## config.mk

```make
export PLATFORM = sky130hd
export DESIGN_NAME = run_detector
export DESIGN_NICKNAME = d
export VERILOG_FILES = /design/src/rtl/run_detector.sv
export SDC_FILE = /design/constraint.sdc
export NUM_CORES = 1
export LEC_CHECK = 0
export CAP_MARGIN = 20
export CORE_MARGIN = 1
export CORE_UTILIZATION = 30
export CTS_CLUSTER_DIAMETER = 100
export CTS_CLUSTER_SIZE = 30
export DETAILED_ROUTE_END_ITERATION = 8
export GPL_ROUTABILITY_DRIVEN = 0
export PLACE_DENSITY_LB_ADDON = 0.1
export SLEW_MARGIN = 20
export SYNTH_ARGS = -nofsm -noshare
export SYNTH_HDL_FRONTEND = slang
export SYNTH_SLANG_ARGS = --single-unit
```

## constraint.sdc

```tcl
create_clock -name clock -period 4.98 [get_ports clock]
set_clock_uncertainty 0.1 [all_clocks]
set_input_delay 0.747 -clock clock [delete_from_list [all_inputs] [get_ports clock]]
set_output_delay 0.747 -clock clock [all_outputs]
set_load 0.02 [all_outputs]
```

## src/rtl/run_detector.sv

```systemverilog
// Run-length detector: flags when the last RUN_LEN accepted samples of w are equal,
// with polarity qualification, run visibility, a saturating event counter and a sticky hit.
module run_detector #(
  parameter  int RUN_LEN = 4,
  parameter  int CNT_W   = 8,
  localparam int RW      = $clog2(RUN_LEN + 1)
) (
  input  logic             clock,
  input  logic             reset,
  input  logic             enable,
  input  logic             w,
  input  logic [1:0]       mode,
  input  logic             clr_hit,
  output logic             z,
  output logic [RW-1:0]    run_len,
  output logic             last_bit,
  output logic [CNT_W-1:0] match_cnt,
  output logic             hit
);

  typedef enum logic [1:0] {
    MODE_BOTH  = 2'b00,
    MODE_ONES  = 2'b01,
    MODE_ZEROS = 2'b10,
    MODE_OFF   = 2'b11
  } mode_e;

  localparam logic [RW-1:0]    RUN_MAX = RW'(RUN_LEN);
  localparam logic [RW-1:0]    RUN_ONE = RW'(1);
  localparam logic [CNT_W-1:0] CNT_ONE = CNT_W'(1);

  function automatic logic qual(input logic b, input logic [1:0] m);
    case (mode_e'(m))
      MODE_BOTH:  qual = 1'b1;
      MODE_ONES:  qual = b;
      MODE_ZEROS: qual = ~b;
      default:    qual = 1'b0;
    endcase
  endfunction

  logic             r_valid;
  logic             r_last_bit;
  logic [RW-1:0]    r_run_len;
  logic [CNT_W-1:0] r_match_cnt;
  logic             r_hit;

  logic             w_new_run;
  logic [RW-1:0]    w_run_next;
  logic             w_event;

  always_comb begin
    w_new_run  = !r_valid || (w != r_last_bit);
    w_run_next = r_run_len;
    if (w_new_run) begin
      w_run_next = RUN_ONE;
    end else if (r_run_len != RUN_MAX) begin
      w_run_next = r_run_len + RUN_ONE;
    end
    // A saturated run that simply continues is not a new event; only a run that
    // just reached RUN_LEN (or restarted straight into it when RUN_LEN=1) counts.
    w_event = enable && (w_run_next == RUN_MAX)
              && ((r_run_len < RUN_MAX) || (w != r_last_bit))
              && qual(w, mode);
  end

  // NOTE: state uses non-blocking assignments so every register samples the
  // pre-edge values of its peers, independent of statement order.
  always_ff @(posedge clock) begin
    if (reset) begin
      r_valid     <= 1'b0;
      r_last_bit  <= 1'b0;
      r_run_len   <= '0;
      r_match_cnt <= '0;
      r_hit       <= 1'b0;
    end else begin
      if (enable) begin
        r_valid    <= 1'b1;
        r_last_bit <= w;
        r_run_len  <= w_run_next;
      end
      if (w_event) begin
        if (r_match_cnt != '1) begin
          r_match_cnt <= r_match_cnt + CNT_ONE;
        end
        r_hit <= 1'b1;
      end else if (clr_hit) begin
        r_hit <= 1'b0;
      end
    end
  end

  // Moore output: mode is deliberately unregistered so it gates z immediately.
  assign z         = (r_run_len == RUN_MAX) && qual(r_last_bit, mode);
  assign run_len   = r_run_len;
  assign last_bit  = r_last_bit;
  assign match_cnt = r_match_cnt;
  assign hit       = r_hit;

endmodule

```

Word-level counts from Yosys, hierarchy flattened
Cells that the tools add are included.

word-level totals
  word-level logic and storage cells = 33
  bits in registers = 14
  output and inout port bits = 14

cells by class
  $add $sub $neg = 2
  order comparisons = 1
  mux-type cells = 6
  bitwise gates (word level) = 2
  reductions and logical operators = 10
  equality and inequality tests = 7

operators by type and width
  cell                                                                   number
  8-bit by 1-bit adder with 8-bit output, second input constant          1
  8-bit != test, second input constant                                   1
  3-bit equality test, second input constant                             2
  3-bit 2-to-1 mux                                                       2
  1-bit case mux with 3 select lines                                     2
  1-bit logical AND                                                      4
  3-bit by 1-bit adder with 3-bit output, second input constant          1
  3-bit less-than comparator, second input constant                      1
  3-bit != test, second input constant                                   1
  2-bit by 1-bit equality test with 1-bit output, second input constant  1
  2-bit equality test, second input constant                             1
  2-bit logical NOT                                                      1
  1-bit logical OR                                                       2
  1-bit 2-to-1 mux                                                       2
  1-bit NOT                                                              2
  2-bit AND reduction                                                    1
  2-bit nonzero test                                                     1
  1-bit logical NOT                                                      1
  1-bit != test                                                          1

Longest topological paths before layout
Gate-level depths: netlist (run 1).

  word-level depth = 8
  gate-level depth with buffers = 8

Worst setup path before layout (run 1)
Ideal clock, no wire load.

  path type = flip-flop to flip-flop
  start point = register r_run_len[0] (netlist: run_len[0])
  end point = register r_match_cnt[5] (netlist: match_cnt[5])
  library setup time = 0.115 ns
  data required time = 4.765 ns
  period minus slack after synthesis = 2.292 ns
  path slack = 2.688 ns
  arrival time = 2.077 ns
  stages on the path, launching flop included = 9
  cells stage by stage = dfxtp_1 > inv_1 > ha_1 > a21boi_0 > o2111ai_1 > or4_4 > buf_6 > o31a_1 > o21ba_1

on the way
  cells in the longest elaborated chain, start to end = 8
  elaborated cells on any way between the ends = 11
  classes of those cells = add/sub (1); order compare (1); eq/ne (2); mux (2); reduce/logical (5)

ends and longest elaborated chain
  what                                                                            RTL line  text
  start: declaration                                                              43        logic [RW-1:0] r_run_len;
  start signal: assignment                                                        79        r_run_len <= w_run_next;
  3-bit by 1-bit adder with 3-bit output / 3-bit != test (equally long branches)  57, 56
  3-bit 2-to-1 mux                                                                56        end else if (r_run_len != RUN_MAX) begin
  3-bit 2-to-1 mux                                                                54        if (w_new_run) begin
  3-bit equality test                                                             61        w_event = enable && (w_run_next == RUN_MAX)
  1-bit logical AND                                                               61
  1-bit logical AND (*)                                                           62        && ((r_run_len < RUN_MAX) || (w != r_last_bit))
  1-bit logical AND (*)                                                           63        && qual(w, mode);
  2-bit AND reduction (no line) (*)                                               n/a
  end signal: assignment                                                          83        r_match_cnt <= r_match_cnt + CNT_ONE;
  end: declaration                                                                44        logic [CNT_W-1:0] r_match_cnt;

Every way passes the cells marked *; elsewhere a longest branch is shown, timed or not.
A chain may end at the register's enable or synchronous reset.

Worst setup path after layout (run 1)
  start point = input mode[1]
  end point = output z

on the way
  cells in the longest elaborated chain, start to end = 3
  elaborated cells on any way between the ends = 5
  classes of those cells = eq/ne (2); mux (1); reduce/logical (2)

ends and longest elaborated chain
  what                                         RTL line  text
  start: declaration                           12        input logic [1:0] mode,
  2-bit equality test (tied with other cells)  33        case (mode_e'(m))
  1-bit case mux with 3 select lines (*)       33
  1-bit logical AND (*)                        93        assign z = (r_run_len == RUN_MAX) && qual(r_last_bit, mode);
  end: declaration                             14        output logic z,

Marks and branches as above.

==> results of run 1 <==
## power by group through the flow
stage               logic (W)  registers [W]  clock network [W]
floorplan           0.0000128       0.000120                  0
finish              0.0000236       0.000116          0.0000848
global route        0.0000257       0.000117          0.0000941
CTS                 0.0000237       0.000116          0.0000882
detailed placement  0.0000236       0.000119                  0
global placement    0.0000237       0.000119                  0
## cell type report
class	instances	area, um^2
inverters	6	22.5
well taps	28	35.0
repair buffers	20	200
fillers	244	1290
flip-flops and latches	14	280
clock buffers	4	36.3
multi-input cells	66	429
## cells in the mapped netlist, drive strengths merged
master	count	area share [%]
and4b	1	1.3
a22oi	1	1.6
inv	6	3.0
dfxtp	14	37
or3	3	2.5
o21ai	4	2.6
mux2i	3	3.9
a21boi	1	0.99
o21ba	1	1.3
nand4	2	1.6
nor2	13	6.4
buf	3	3.9
o211ai	1	0.99
nand2	4	2.0
nor3	1	0.66
and3b	1	1.3
nor4	2	1.6
a21oi	9	5.9
o2111ai	1	1.1
xnor2	1	2.1
and4	2	2.3
or4	1	1.5
ha	3	4.9
a211oi	1	0.99
nand3b	2	2.0
o31a	1	1.1
nand2b	1	0.82
nand3	4	2.6
and3	1	0.82
xor2	1	1.1
## metrics by stage
stage          util (%)  total power, W  cell area, um^2
2_1_floorplan         -        0.000133              762
3_3_place_gp       42.1        0.000143              967
3_5_place_dp       42.1        0.000143              967
4_1_cts            43.7        0.000228             1000
5_1_grt            43.7        0.000237             1000
6_report           43.7        0.000225             1000
## cell families (layout without fill, tap and decap cells)
| group | after synthesis | after routing |
|---|---|---|
| simple gates | 38 | 38 |
| compound gates | 20 | 20 |
| flops | 14 | 14 |
| buf+inv | 9 | 30 |
| fa+ha+maj | 3 | 3 |
| mux | 3 | 3 |
| xor+xnor | 2 | 2 |
## per-layer routing
metal | up-vias | part of all wire (%)
met2 | 24 | 41
met5 | - | 0
li1 | 364 | -
met4 | 0 | 0.58
met1 | 309 | 53
met3 | 2 | 5.4
## worst max path at each step
stage | from | endpoint | slack, ns | depth (start not counted)
after CTS | mode[1] | z | 2.07 | 4
after global routing | mode[1] | z | 1.99 | 4
after floorplan | run_len[0] | match_cnt[5] | 2.69 | 8
final | mode[1] | z | 2.07 | 4
after detailed placement | mode[1] | z | 2.07 | 4
after global placement | mode[1] | z | 2.10 | 4
## state kept, by name (all words and copies together), names as in the netlist
signal     count
match_cnt      8
run_len        3
hit            1
last_bit       1
r_valid        1
## critical path, delay by kind of cell
kind	cells	cell delay, ns
buffers and inverters	2	1.02
and+or+nand+nor	1	0.16
muxes	1	0.13
==> out/metrics.yaml, run 1 <==
outcome: "complete, no violations"
postCtsSetupRepairBufs: 0
grt_pass1_vias: 630
grt_overflow: 0
p_comb_share_pct: 10.5
yosys.area_share.simple_pct: 27.4
vdd_ir_drop_max_mv: 0.168
initial_core_util_pct: 33.2
seq_area_frac_synth_pct: 36.8
hp-class: "reg -> reg"
maxCapViolCount: 0
synth_fa_ha_area_share_pct: 4.93
synthXorXnorAreaFrac_pct: 3.28
vias: 699
tightest_slew_ns: 0.730
grt_max_degree: 15
syn-instance-count: 89
p_int_w: 0.000170
nNetsFinal: 121
coreArea_um2: 2300
reg2reg_depth: 7
synthToLayoutAreaGrowth_pct: 31.7
startpoint_type: "primary input"
drt_iter0_drc: 18
period_minus_slack_ns: 2.91
crit_chain: "clkdlybuf4s50_1 -> mux2i_1 -> and3_1 -> clkdlybuf4s50_1"
hold_depth: 2
fp.dieH_um: 52.4
die-area_um2: 2750
grt_pass1_wl_um: 2840
cp_slowest_stage_delay_ns: 0.60
hold_slack_ns: 0.401
cts-hold-fix-buffers: 0
ios: 21
syn_area_um2: 762
rsz0062_at_grt: "false"
die_x_um: 52.4
power_frac_seq_pct: 51.8
clkSinkCount: 14
synth_cell_type_count: 31
ys_ff_latch: 14
numCtsBuffers: 3
post-route-period-util_pct: 58.4
crit_required_ns: 4.13
dr.pass1.iters: 4
clockBufferDepth: 2
critPathSlowestCell: "clkdlybuf4s50_1"
power_density_nw_per_um2: 224
dp_hpwl_um: 1170
fmax_ghz: 0.344
insertion_delay_ns: 0.29
drive_above_1_share_pct: 7.27
crit_fanout: 2
grtUsageTotal_pct: 14.4
cts_tree: "done"
end_kind: "output port"
finalSetupViolCount: 0
antenna_found_initial: 0
met3_usage_pct: 6.09
cts_root_buf: "clkbuf_4"
top_usage_layer: "met1"
dp.cells: 134
rows: 17
final_hold_viol_count: 0
drcViolationCount: 0
io_buffer_count: 20
final_common_cell: "clkdlybuf4s50_1"
instances_no_fill: 138
dp_slack_ns: 2.07
min_from: "hit"
worstPathArrival_ns: 2.06
synth_top_family_by_area: "simple AND/OR/NAND/NOR gates"
syn_nets: 99
syn_avg_cell_area_um2: 8.56
power.share.switching_pct: 24.3
final_antenna_net_count: 0
yosys_warnings: 0
grt_use_met2_pct: 19.6
p_clk_share_pct: 37.7
drt-total-wl_um: 1710
h-tree-depth: 1
synth_mux_area_share_pct: 3.94
layout_common_cells: "clkdlybuf4s50_1, dfxtp_1, nor2_1"
worst_path_most_repeated_cell: "clkdlybuf4s50_1"
wire_per_inst_um: 12.4
r2r_slack_ns: 2.68
setup_slack_ns: 2.07
r2r-start: "run_len[0]"
clk_pin_slew_ns: 0.09
whs_endpoint: "hit"
regToRegEndpoint: "match_cnt[4]"
slew_viol_final: 0
path_class: "in -> out"
finalSetupTns_ns: 0
antenna_cells: 0
power.leakage_nw: 0.371
met1_usage_pct: 20.7
p_sw_w: 0.0000547
slew_headroom_pct: 50.9
vias_per_cell: 5.07
synth_compound_area_share_pct: 16.7
post_cts_resized: 0
Power figures use the tool's default switching activity.
==> run 2: changes to the inputs <==
clock period = 2.4 ns   (was 4.98 ns; I/O delays follow)
==> out/metrics.yaml, run 2 (synthesized netlist as in run 1, its figures left out) <==
critPathSlowestCell: "or4_4"
die_x_um: 52.4  # unchanged
cts-hold-fix-buffers: 0  # unchanged
seqCellArea_um2: 280  # unchanged
wire_per_inst_um: 10.8  # -13%
r2r_slack_ns: 0.19  # -2.49 ns
ios: 21  # unchanged
vdd_ir_drop_max_mv: 0.320  # +91%
slew_viol_final: 0  # unchanged
outcome: "complete, no violations"
cts_root_buf: "clkbuf_4"
grtUsageTotal_pct: 13.5  # -0.89 points
num-fill-cells: 245  # +0.41%
clk_pin_slew_ns: 0.08  # about the same
insertion_delay_ns: 0.27  # -0.02 ns
cp_slowest_stage_delay_ns: 0.48  # -0.12 ns
post_cts_resized: 0  # unchanged
p_sw_w: 0.0000982  # +79%
vias_per_cell: 5.00  # -1.3%
worstPathArrival_ns: 2.31  # +0.25 ns
crit_required_ns: 2.50  # -1.63 ns
final_util_pct: 44.7  # +1.0 points
crit_chain: "inv_1 -> ha_1 -> a21boi_0 -> o2111ai_1 -> or4_4 -> or3_1 -> a21oi_1"
layout_common_cells: "clkdlybuf4s50_1, dfxtp_1, nor2_1"
drt_iter0_drc: 10  # -8
startpoint_type: "flip-flop"
finalSetupTns_ns: 0  # unchanged
initial_core_util_pct: 33.2  # unchanged
cts_tree: "done"
dp_hpwl_um: 1170  # +0.26%
die-area_um2: 2750  # unchanged
power_density_nw_per_um2: 410  # +83%
grt_pass1_vias: 628  # -0.32%
p_int_w: 0.000323  # +90%
rows: 17  # unchanged
largest_register_ffs: 8  # unchanged
power_frac_seq_pct: 57.0  # +5.2 points
vias: 710  # +1.6%
antenna_cells: 0  # unchanged
coreArea_um2: 2300  # unchanged
drcViolationCount: 0  # unchanged
end_kind: "flip-flop"
post-route-period-util_pct: 92.2
grt_max_degree: 15  # unchanged
io_buffer_count: 20  # unchanged
fp.dieH_um: 52.4  # unchanged
slew_headroom_pct: 64.1  # +13 points
antenna_found_initial: 0  # unchanged
final_common_cell: "clkdlybuf4s50_1"
nNetsFinal: 126  # +4.1%
fmax_ghz: 0.452
dp.cells: 139  # +3.7%
rsz0062_at_grt: "false"
final_antenna_net_count: 0  # unchanged
h-tree-depth: 1  # unchanged
clockBufferDepth: 2  # unchanged
hp-class: "reg -> reg"
instances_no_fill: 142  # +2.9%
cp_num_buf_inv: 1  # -1
finalSetupViolCount: 0  # unchanged
grt_overflow: 0  # unchanged
synthToLayoutAreaGrowth_pct: 34.8
postCtsSetupRepairBufs: 0  # unchanged
final_hold_viol_count: 0  # unchanged
drt-total-wl_um: 1540  # -10%
numCtsBuffers: 3  # unchanged
dr.pass1.iters: 4  # unchanged
path_class: "reg -> reg"
maxCapViolCount: 0  # unchanged
grt_pass1_wl_um: 2750  # -2.9%
tightest_slew_ns: 0.536  # -0.194 ns
crit_family: "simple AND/OR/NAND/NOR gates"
p_comb_share_pct: 13.0  # +2.5 points
power.leakage_nw: 0.388  # +4.6%
drive_above_1_share_pct: 10.5  # +3.3 points
clkSinkCount: 14  # unchanged
crit_fanout: 8  # +6
multi_input_area_um2: 429  # unchanged
period_minus_slack_ns: 2.21
power.share.switching_pct: 23.3  # -1.0 points
p_clk_share_pct: 30.0  # -7.7 points
-- run 2: cell type report --
class                      instances  area share (%)
timing repair buffer              25            23.1
multi-input combinational         66            41.8
tap                               28            3.41
sequential                        14            27.3
inverter                           6            2.19
clock buffer                       3            2.19
-- run 2: path summary, 6_finish.rpt --
check | startpoint | endpoint | depth (start not counted)
setup reg to reg | run_len[1] | match_cnt[4] | 7
setup / recovery | run_len[1] | match_cnt[4] | 7
hold / removal | hit | hit | 2
hold reg to reg | hit | hit | 2
-- run 2: metrics by stage --
step / hold slack (ns) / setup WS, ns / total power [W] / instance area [um^2]
6_report: 0.393 / 0.188 / 0.000422 / 1030
5_1_grt: 0.424 / 0.0549 / 0.000447 / 1030
2_1_floorplan: 0.329 / 0.108 / 0.000276 / 762
3_3_place_gp: 0.375 / 0.0474 / 0.000301 / 1000
3_5_place_dp: 0.379 / 0.0105 / 0.000301 / 1000
4_1_cts: 0.403 / 0.169 / 0.000430 / 1030
-- run 2: power by group through the flow --
stage	Sequential [W]	Clock, W	Combinational (W)
floorplan	0.000249	0	0.0000265
global placement	0.000246	0	0.0000556
detailed placement	0.000246	0	0.0000554
CTS	0.000240	0.000134	0.0000556
global route	0.000241	0.000145	0.0000611
finish	0.000240	0.000127	0.0000549
-- run 2: worst register-to-register path, stage by stage (launching register included) --
cell       delay [ns]
dfxtp_1          0.39
inv_1            0.06
ha_1             0.21
a21boi_0         0.24
o2111ai_1        0.16
or4_4            0.48
or3_1            0.36
a21oi_1          0.14
-- run 2: metal layers --
metal,part of all wire [%],global-route usage (%),up-vias
li1,-,-,374
met1,52,18.7,321
met2,43,19.6,13
met3,4.9,4.35,2
met4,0.78,3.95,0
met5,0,0,-
